<file path="config.mk">
export PLATFORM = sky130hd
export DESIGN_NAME = mix_column_engine
export DESIGN_NICKNAME = d
export VERILOG_FILES = /design/src/rtl/mix_column_engine.sv
export SDC_FILE = /design/constraint.sdc
export NUM_CORES = 1
export LEC_CHECK = 0
export BUFFER_PORTS_ARGS = -buffer_cell sky130_fd_sc_hd__buf_2
export CAP_MARGIN = 20
export CORE_MARGIN = 10
export CORE_UTILIZATION = 50
export DETAILED_ROUTE_END_ITERATION = 16
export PLACE_DENSITY = 0.85
export SETUP_SLACK_MARGIN = 0.3
export SYNTH_ARGS = -nofsm -noshare
export SYNTH_HDL_FRONTEND = slang
export SYNTH_SLANG_ARGS = --single-unit
</file>
<file path="constraint.sdc">
create_clock -name clk -period 7.6 [get_ports clk]
set_input_delay 0.76 -clock clk [delete_from_list [all_inputs] [get_ports clk]]
set_output_delay 0.76 -clock clk [all_outputs]
set_load 0.05 [all_outputs]
</file>
<file path="src/rtl/mix_column_engine.sv">
// mix_column_engine: AES (inverse) MixColumns over a 128-bit state,
// COLS_PER_CYCLE columns per clock, with a valid/ready handshake on each side.
module mix_column_engine #(
   parameter int COLS_PER_CYCLE = 1,
   parameter bit INV_EN = 1
) (
   input  logic         clk,
   input  logic         rst_n,
   input  logic         in_valid,
   output logic         in_ready,
   input  logic [127:0] in_state,
   input  logic         in_inv,
   output logic         out_valid,
   input  logic         out_ready,
   output logic [127:0] out_state,
   output logic         busy
);
   typedef enum logic [1:0] {IDLE, RUN, DONE} state_t;
   state_t st;
   logic [1:0] cnt, cnt_nxt;
   logic [127:0] work, nxt;
   logic inv, md;

   function automatic logic [7:0] xt(input logic [7:0] b);
      return {b[6:0], 1'b0} ^ (b[7] ? 8'h1b : 8'h00);
   endfunction

   function automatic logic [7:0] gmul(input logic [7:0] b, input logic [3:0] m);
      logic [7:0] b2, b4, b8;
      b2 = xt(b);
      b4 = xt(b2);
      b8 = xt(b4);
      return (m[0] ? b : 8'h00) ^ (m[1] ? b2 : 8'h00) ^ (m[2] ? b4 : 8'h00) ^ (m[3] ? b8 : 8'h00);
   endfunction

   // coef holds one nibble per matrix position; row i uses it rotated right by i
   function automatic logic [31:0] mix(input logic [31:0] col, input logic inv_mode);
      logic [15:0] coef;
      logic [31:0] r;
      coef = inv_mode ? 16'hebd9 : 16'h2311;
      r = '0;
      for (int i = 0; i < 4; i++)
         for (int j = 0; j < 4; j++)
            r[31-8*i -: 8] = r[31-8*i -: 8] ^ gmul(col[31-8*j -: 8], coef[15-4*((j-i+4)%4) -: 4]);
      return r;
   endfunction

   // tying the mode to INV_EN lets the inverse coefficients fold away when unused
   assign md = INV_EN && inv;
   assign out_state = work;

   always_comb begin
      cnt_nxt = cnt + 2'(COLS_PER_CYCLE);
      nxt = work;
      for (int k = 0; k < COLS_PER_CYCLE; k++)
         nxt[127-32*(int'(cnt)+k) -: 32] = mix(work[127-32*(int'(cnt)+k) -: 32], md);
   end

   always_ff @(posedge clk or negedge rst_n) begin
      if (!rst_n) begin
         st        <= IDLE;
         cnt       <= '0;
         work      <= '0;
         inv       <= 1'b0;
         in_ready  <= 1'b1;
         out_valid <= 1'b0;
         busy      <= 1'b0;
      end else begin
         case (st)
            IDLE: if (in_valid) begin
               work     <= in_state;
               inv      <= in_inv & INV_EN;
               cnt      <= '0;
               st       <= RUN;
               in_ready <= 1'b0;
               busy     <= 1'b1;
            end
            RUN: begin
               work <= nxt;
               cnt  <= cnt_nxt;
               if (cnt_nxt == 2'd0) begin
                  st        <= DONE;
                  out_valid <= 1'b1;
               end
            end
            DONE: if (out_ready) begin
               st        <= IDLE;
               out_valid <= 1'b0;
               busy      <= 1'b0;
               in_ready  <= 1'b1;
            end
            default: st <= IDLE;
         endcase
      end
   end
endmodule

</file>
==> parameters.txt, run 1 <==
Parameter                              Value

Synthesis
  Total of warnings raised by yosys    0
  Proportion of netlist area held by the largest area contributor    0.359
  Distinct cell type count after synthesis    44
  Largest area contributor in the netlist    sky130_fd_sc_hd__dfrtp_1
  Sequential share of the synthesized area    0.361
  Synthesized area per cell    10.0 µm²
  Cell area after synthesis    9420 µm²
  FF+latch count, synth    136
  Gate count after technology mapping    938
  Syn nets    1075
  Top post-synthesis cells by area    sky130_fd_sc_hd__dfrtp_1 (36%), sky130_fd_sc_hd__xnor2_1 (11%), sky130_fd_sc_hd__a21oi_1 (5.1%)

Clock network
  Clock slew at reported path FFs    0.06 ns
  Total of cells resized after clock tree synthesis    0
  Cts-stage hold buffer count    0
  Post-CTS Setup Repair Bufs    0
  Number of clock buffers inserted by TritonCTS    17
  CTS tree    built
  Cell chosen for the clock root    sky130_fd_sc_hd__clkbuf_16
  CTS HTree Levels    4
  Clock latency on the worst-skew pair    0.43 ns
  Buffers from clock root to sink, at most    2
  Clk sinks    136

Die
  Chip Height    157 µm
  Top-level I/O count    264
  Number of core rows    50
  Overall die width    157 µm
  Effective utilization at floorplan    0.505
  Die footprint    24700 µm²
  Core box area    18600 µm²

Run
  Number of max-cap violations    0

Worst setup path
  Gate family responsible for the most delay along the worst path    XOR/XNOR gates
  Library cell contributing the largest single delay on the critical path    sky130_fd_sc_hd__mux4_1
  Critical Path Max Stage Delay    0.96 ns
  Critical path data arrival time    4.74 ns
  Crit-path most repeated cell    sky130_fd_sc_hd__xnor2_1
  Cells on worst reg2reg path    9
  Reg-to-Reg Start    cnt[0]$_DFFE_PN0P_
  Buffers & Inverters on Critical Path    1
  Critical Path, Cell by Cell    buf_4 > mux4_1 > xnor2_1 > xnor2_2 > nand2_1 > xnor3_1 > xnor2_1 > o21ai_0 > o21a_1
  Critical path fanouts, max    27
  Kind of capture point of the worst setup path    flop
  Endpoint of the worst register-to-register path    out_state[98]$_DFFE_PN0P_
  Timing startpoint of the critical path    cnt[0]$_DFFE_PN0P_
  Data required, critical path    7.92 ns
  Worst R2R Setup Slack    3.18 ns
  Critical path class    flop to flop
  Kind of launch point of the worst setup path    flop

Finish
  Post-layout instance area    11400 µm²
  Layout cell share with drive strength beyond 1    0.299
  Area Overhead vs Synth    21.4%
  Final cell utilization of the core    0.613
  Number of nets in the final layout    1294

Global route
  Pin count of the biggest net entering global routing    96
  Wire length of the first global-routing pass    53900 µm
  Initial antenna violation count    1
  Number of global-route vias before repair    9466
  GRT Total Usage    0.284
  GRT Residual Overflow    0

STA
  Post-layout minimum cycle time    4.42 ns
  Worst rel slew slack    0.262
  Final hold viol count    0
  Max Clock Freq    0.226 GHz
  Setup repair after global routing missed its margin    false
  Post-route worst hold slack    0.293 ns
  Setup tns final    0 ns
  Post-Route Skew    0.0123 ns
  Final Max Slew Viols    0
  Slew at the pin with the worst max-slew slack    1.10 ns
  Share of the cycle needed by the critical path after routing    0.582
  Final setup vio count    0

Detailed routing
  Drt via density    6.32
  Routed length per placed instance    25.3 µm
  Remaining design rule violation count    0
  First drt pass iteration count    5
  Number of violations reported at the end of detailed-routing iteration 0    937
  Remaining antenna violation count after routing    0
  Vias    8857
  Routed Wire Length    35400 µm

Placement
  DP Area    10800 µm²
  Post-detailed-placement half-perimeter wirelength    25200 µm
  Number of port buffers    263
  Global placement routability congestion    0.950

Status
  Run status    finished, final reports clean

Min path
  Min-Delay Path Class    input pin to asynchronous set/reset pin
synth_stat cells, drive strengths merged:
cell,instances
a21o,5
a21oi,96
a221o,4
a221oi,28
a22o,2
a2bb2oi,8
and2,1
and3,27
buf,29
clkbuf,51
dfrtp,135
dfstp,1
ha,4
inv,3
mux2,2
mux2i,2
mux4,32
nand2,59
nand2b,4
nand3,4
nor2,84
nor2b,4
nor3,1
o21a,44
o21ai,82
o21bai,1
o22ai,16
or2,1
or3,1
xnor2,133
xnor3,16
xor2,54
xor3,4
sequential cells by signal, indices dropped and copies added (netlist names):
register   count
cnt            2
busy           1
in_ready       1
out_state    128
st             2
out_valid      1
inv            1
layer usage:
metal	track usage	routed length (µm)
met1	0.347	13100
met2	0.460	17100
met3	0.0729	3610
met4	0.136	1560
met5	0	0
layout by cell type, fill, tap and decap left out, drive strengths merged:
cell        n
dfrtp     135
buf       280
and2        1
nor2b       4
dfstp       1
a21o        5
a22o        2
mux2i       2
or2         1
o22ai      16
nor2       84
a221oi     28
clkinv      2
mux4       32
nand2b      4
xnor2     133
and3       27
o21bai      1
xor3        4
clkbuf     21
bufinv      3
inv         3
clkinvlp    3
a221o       4
or3         1
diode       1
ha          4
mux2        2
o21ai      82
o21a       44
nand3       4
nor3        1
xnor3      16
a21oi      96
xor2       54
a2bb2oi     8
nand2      59
stage by stage:
step	instances	worst slack, ns
2_1_floorplan	938	4.29
3_3_place_gp	1371	3.31
3_5_place_dp	1371	3.23
4_1_cts	1400	3.18
5_1_grt	1402	2.96
6_report	1402	3.18
worst max-delay path by stage:
stage	cells after the start	endpoint
global route	9	out_state[60]$_DFFE_PN0P_
floorplan	9	out_state[125]$_DFFE_PN0P_
global placement	9	out_state[2]$_DFFE_PN0P_
CTS	9	out_state[12]$_DFFE_PN0P_
finish	9	out_state[98]$_DFFE_PN0P_
detailed placement	9	out_state[12]$_DFFE_PN0P_
area by class of cell:
cell class | instances | area, µm²
clock buffer | 21 | 470
timing repair buffer | 280 | 1470
fill | 1527 | 7210
clock inverter | 8 | 123
inverter | 3 | 11.3
tap | 234 | 293
antenna | 1 | 2.50
multi-input combinational | 719 | 5660
sequential | 136 | 3410
logic make-up (layout without fill, tap and decap cells):
logic type	count (synthesis)	in the layout	synth area share
xor+xnor	207	207	0.236
compound gates	286	286	0.185
flops	136	136	0.361
fa+ha+maj	4	4	0.00531
simple gates	186	186	0.0851
other cells	0	1	0
buf+inv	83	312	0.0402
mux	36	36	0.0870
Power of run 1 is left out: the tool's default activity adds up to more than one toggle a clock period on the data nets, which glitch-free logic cannot reach.
==> run 2: changes to the inputs <==
Clock period 7.6 ns to 4.6 ns, I/O delays scaled along.
==> run 2 against run 1 <==
  * Maximum frequency is 12% higher
  * Via count is 2.1% higher
  * Count of clock-buffer cells in the layout is 3 higher
  * Final area is 0.98% higher
  * Worst hold slack worse by 0.13 ns
  * Cell count is 1.1% higher
  * Critical endpoint is now out_state[45]$_DFFE_PN0P_
  * Largest cell class unchanged
==> parameters.txt, run 2 (synthesis results as in run 1) <==
Parameter                              Value

Die
  Effective utilization at floorplan    0.505 (unchanged)
  Core box area    18600 µm² (unchanged)
  Chip Height    157 µm (unchanged)
  Top-level I/O count    264 (unchanged)
  Die footprint    24700 µm² (unchanged)
  Number of core rows    50 (unchanged)
  Overall die width    157 µm (unchanged)

Clock network
  Post-CTS Setup Repair Bufs    0 (unchanged)
  CTS HTree Levels    4 (unchanged)
  Number of clock buffers inserted by TritonCTS    17 (unchanged)
  Cell chosen for the clock root    sky130_fd_sc_hd__clkbuf_16
  Clock slew at reported path FFs    0.06 ns (about the same)
  CTS tree    built
  Total of cells resized after clock tree synthesis    0 (unchanged)
  Clk sinks    136 (unchanged)
  Clock latency on the worst-skew pair    0.43 ns (about the same)
  Cts-stage hold buffer count    0 (unchanged)
  Buffers from clock root to sink, at most    2 (unchanged)

Detailed routing
  Routed Wire Length    35800 µm (+0.99%)
  Routed length per placed instance    25.2 µm (about the same)
  Remaining design rule violation count    0 (unchanged)
  Drt via density    6.38 (+1.0%)
  Remaining antenna violation count after routing    0 (unchanged)
  First drt pass iteration count    5 (unchanged)
  Vias    9041 (+2.1%)
  Number of violations reported at the end of detailed-routing iteration 0    1151 (+23%)

Worst setup path
  Library cell contributing the largest single delay on the critical path    sky130_fd_sc_hd__mux4_1
  Critical path class    flop to flop
  Critical Path, Cell by Cell    mux4_1 > xor2_4 > xnor3_1 > xor3_1 > nand2_2 > xor2_2 > xnor2_1 > o22ai_1
  Reg-to-Reg Start    cnt[0]$_DFFE_PN0P_
  Kind of capture point of the worst setup path    flop
  Critical path data arrival time    4.22 ns (-0.52 ns)
  Critical Path Max Stage Delay    0.91 ns (-0.05 ns)
  Kind of launch point of the worst setup path    flop
  Critical path fanouts, max    26 (-3.7%)
  Data required, critical path    4.87 ns (-3.05 ns)
  Timing startpoint of the critical path    cnt[0]$_DFFE_PN0P_

Global route
  GRT Residual Overflow    0 (unchanged)
  Number of global-route vias before repair    9462 (-0.042%)
  GRT Total Usage    0.283 (-0.000989)
  Pin count of the biggest net entering global routing    106 (+10%)
  Initial antenna violation count    0 (-1)
  Wire length of the first global-routing pass    53400 µm (-0.78%)

Placement
  Number of port buffers    263 (unchanged)
  Global placement routability congestion    1.00 (+5.7%)
  Post-detailed-placement half-perimeter wirelength    25600 µm (+1.7%)

STA
  Post-Route Skew    0.00756 ns (-0.00470 ns)
  Post-layout minimum cycle time    3.94 ns (-0.480 ns)
  Setup tns final    0 ns (unchanged)
  Slew at the pin with the worst max-slew slack    1.11 ns (+0.00758 ns)
  Share of the cycle needed by the critical path after routing    0.857 (+0.275)
  Final hold viol count    0 (unchanged)
  Worst rel slew slack    0.261 (-0.00149)
  Max Clock Freq    0.254 GHz (+12%)
  Final setup vio count    0 (unchanged)
  Final Max Slew Viols    0 (unchanged)
  Setup repair after global routing missed its margin    false

Min path
  Min-Delay Path Class    input pin to asynchronous set/reset pin

Finish
  Layout cell share with drive strength beyond 1    0.307 (+0.00779)
  Commonest cells after routing, fill and taps aside    sky130_fd_sc_hd__buf_2 (262), sky130_fd_sc_hd__dfrtp_1 (134), sky130_fd_sc_hd__xnor2_1 (123)
  Antenna cells    0 (-1)
  Most common cell after layout, fill and taps aside    sky130_fd_sc_hd__buf_2
  Max reg flops    128 (unchanged)
  Area Overhead vs Synth    22.6%
  Number of nets in the final layout    1307 (+1.0%)

Run
  Number of max-cap violations    0 (unchanged)

Status
  Run status    finished, final reports clean
==> run 2: cell types whose count changed in the layout (fill, tap and decap cells not counted), sizes merged <==
cell      delta
buf         +12
clkinvlp     -2
clkinv       +2
clkbuf       +4
diode        -1
==> run 2: worst max-delay path, delay by kind of cell (launching register included) <==
family / cells / cell delay, ns
flops: 1 / 0.72
simple gates: 1 / 0.11
xor+xnor: 5 / 1.87
compound gates: 1 / 0.16
mux: 1 / 0.91
==> run 2: area by class of cell <==
type / instances / area (µm²)
fillers: 1491 / 7100
multi-input cells: 719 / 5660
flip-flops and latches: 136 / 3410
repair buffers: 293 / 1570
clock buffers: 24 / 492
well taps: 234 / 293
clock inverters: 8 / 118
inverters: 3 / 11.3
==> run 2: routing by layer <==
| layer | vias to the layer above | track usage | share of wire |
|---|---|---|---|
| met2 | 756 | 0.454 | 0.48 |
| li1 | 3781 | - | - |
| met3 | 157 | 0.0704 | 0.10 |
| met1 | 4347 | 0.342 | 0.36 |
| met4 | 0 | 0.158 | 0.053 |
| met5 | - | 0 | 0 |
==> run 2: worst paths after layout <==
path                       slack, ns  cells past startpoint                         to
max                             0.66                      8  out_state[45]$_DFFE_PN0P_
min                             0.17                      1  out_state[26]$_DFFE_PN0P_
max reg2reg                     0.66                      8  out_state[45]$_DFFE_PN0P_
min reg2reg                     0.47                      2       in_ready$_DFFE_PN1P_
max in group asynchronous       3.40                      2  out_state[91]$_DFFE_PN0P_
min in group clk                0.29                      3  out_state[14]$_DFFE_PN0P_
==> run 2: metrics by stage <==
| stage | hold slack (ns) | cell area [µm²] | worst slack [ns] | std cells | utilization |
|---|---|---|---|---|---|
| floorplan | 0.164 | 9420 | 1.29 | 938 | - |
| global placement | 0.458 | 10900 | 0.567 | 1381 | 0.584 |
| detailed placement | 0.464 | 10900 | 0.517 | 1382 | 0.585 |
| CTS | 0.213 | 11500 | 0.517 | 1414 | 0.617 |
| global route | 0.242 | 11500 | 0.496 | 1417 | 0.619 |
| finish | 0.166 | 11500 | 0.658 | 1417 | 0.619 |
Power of run 2 is left out for the same reason.
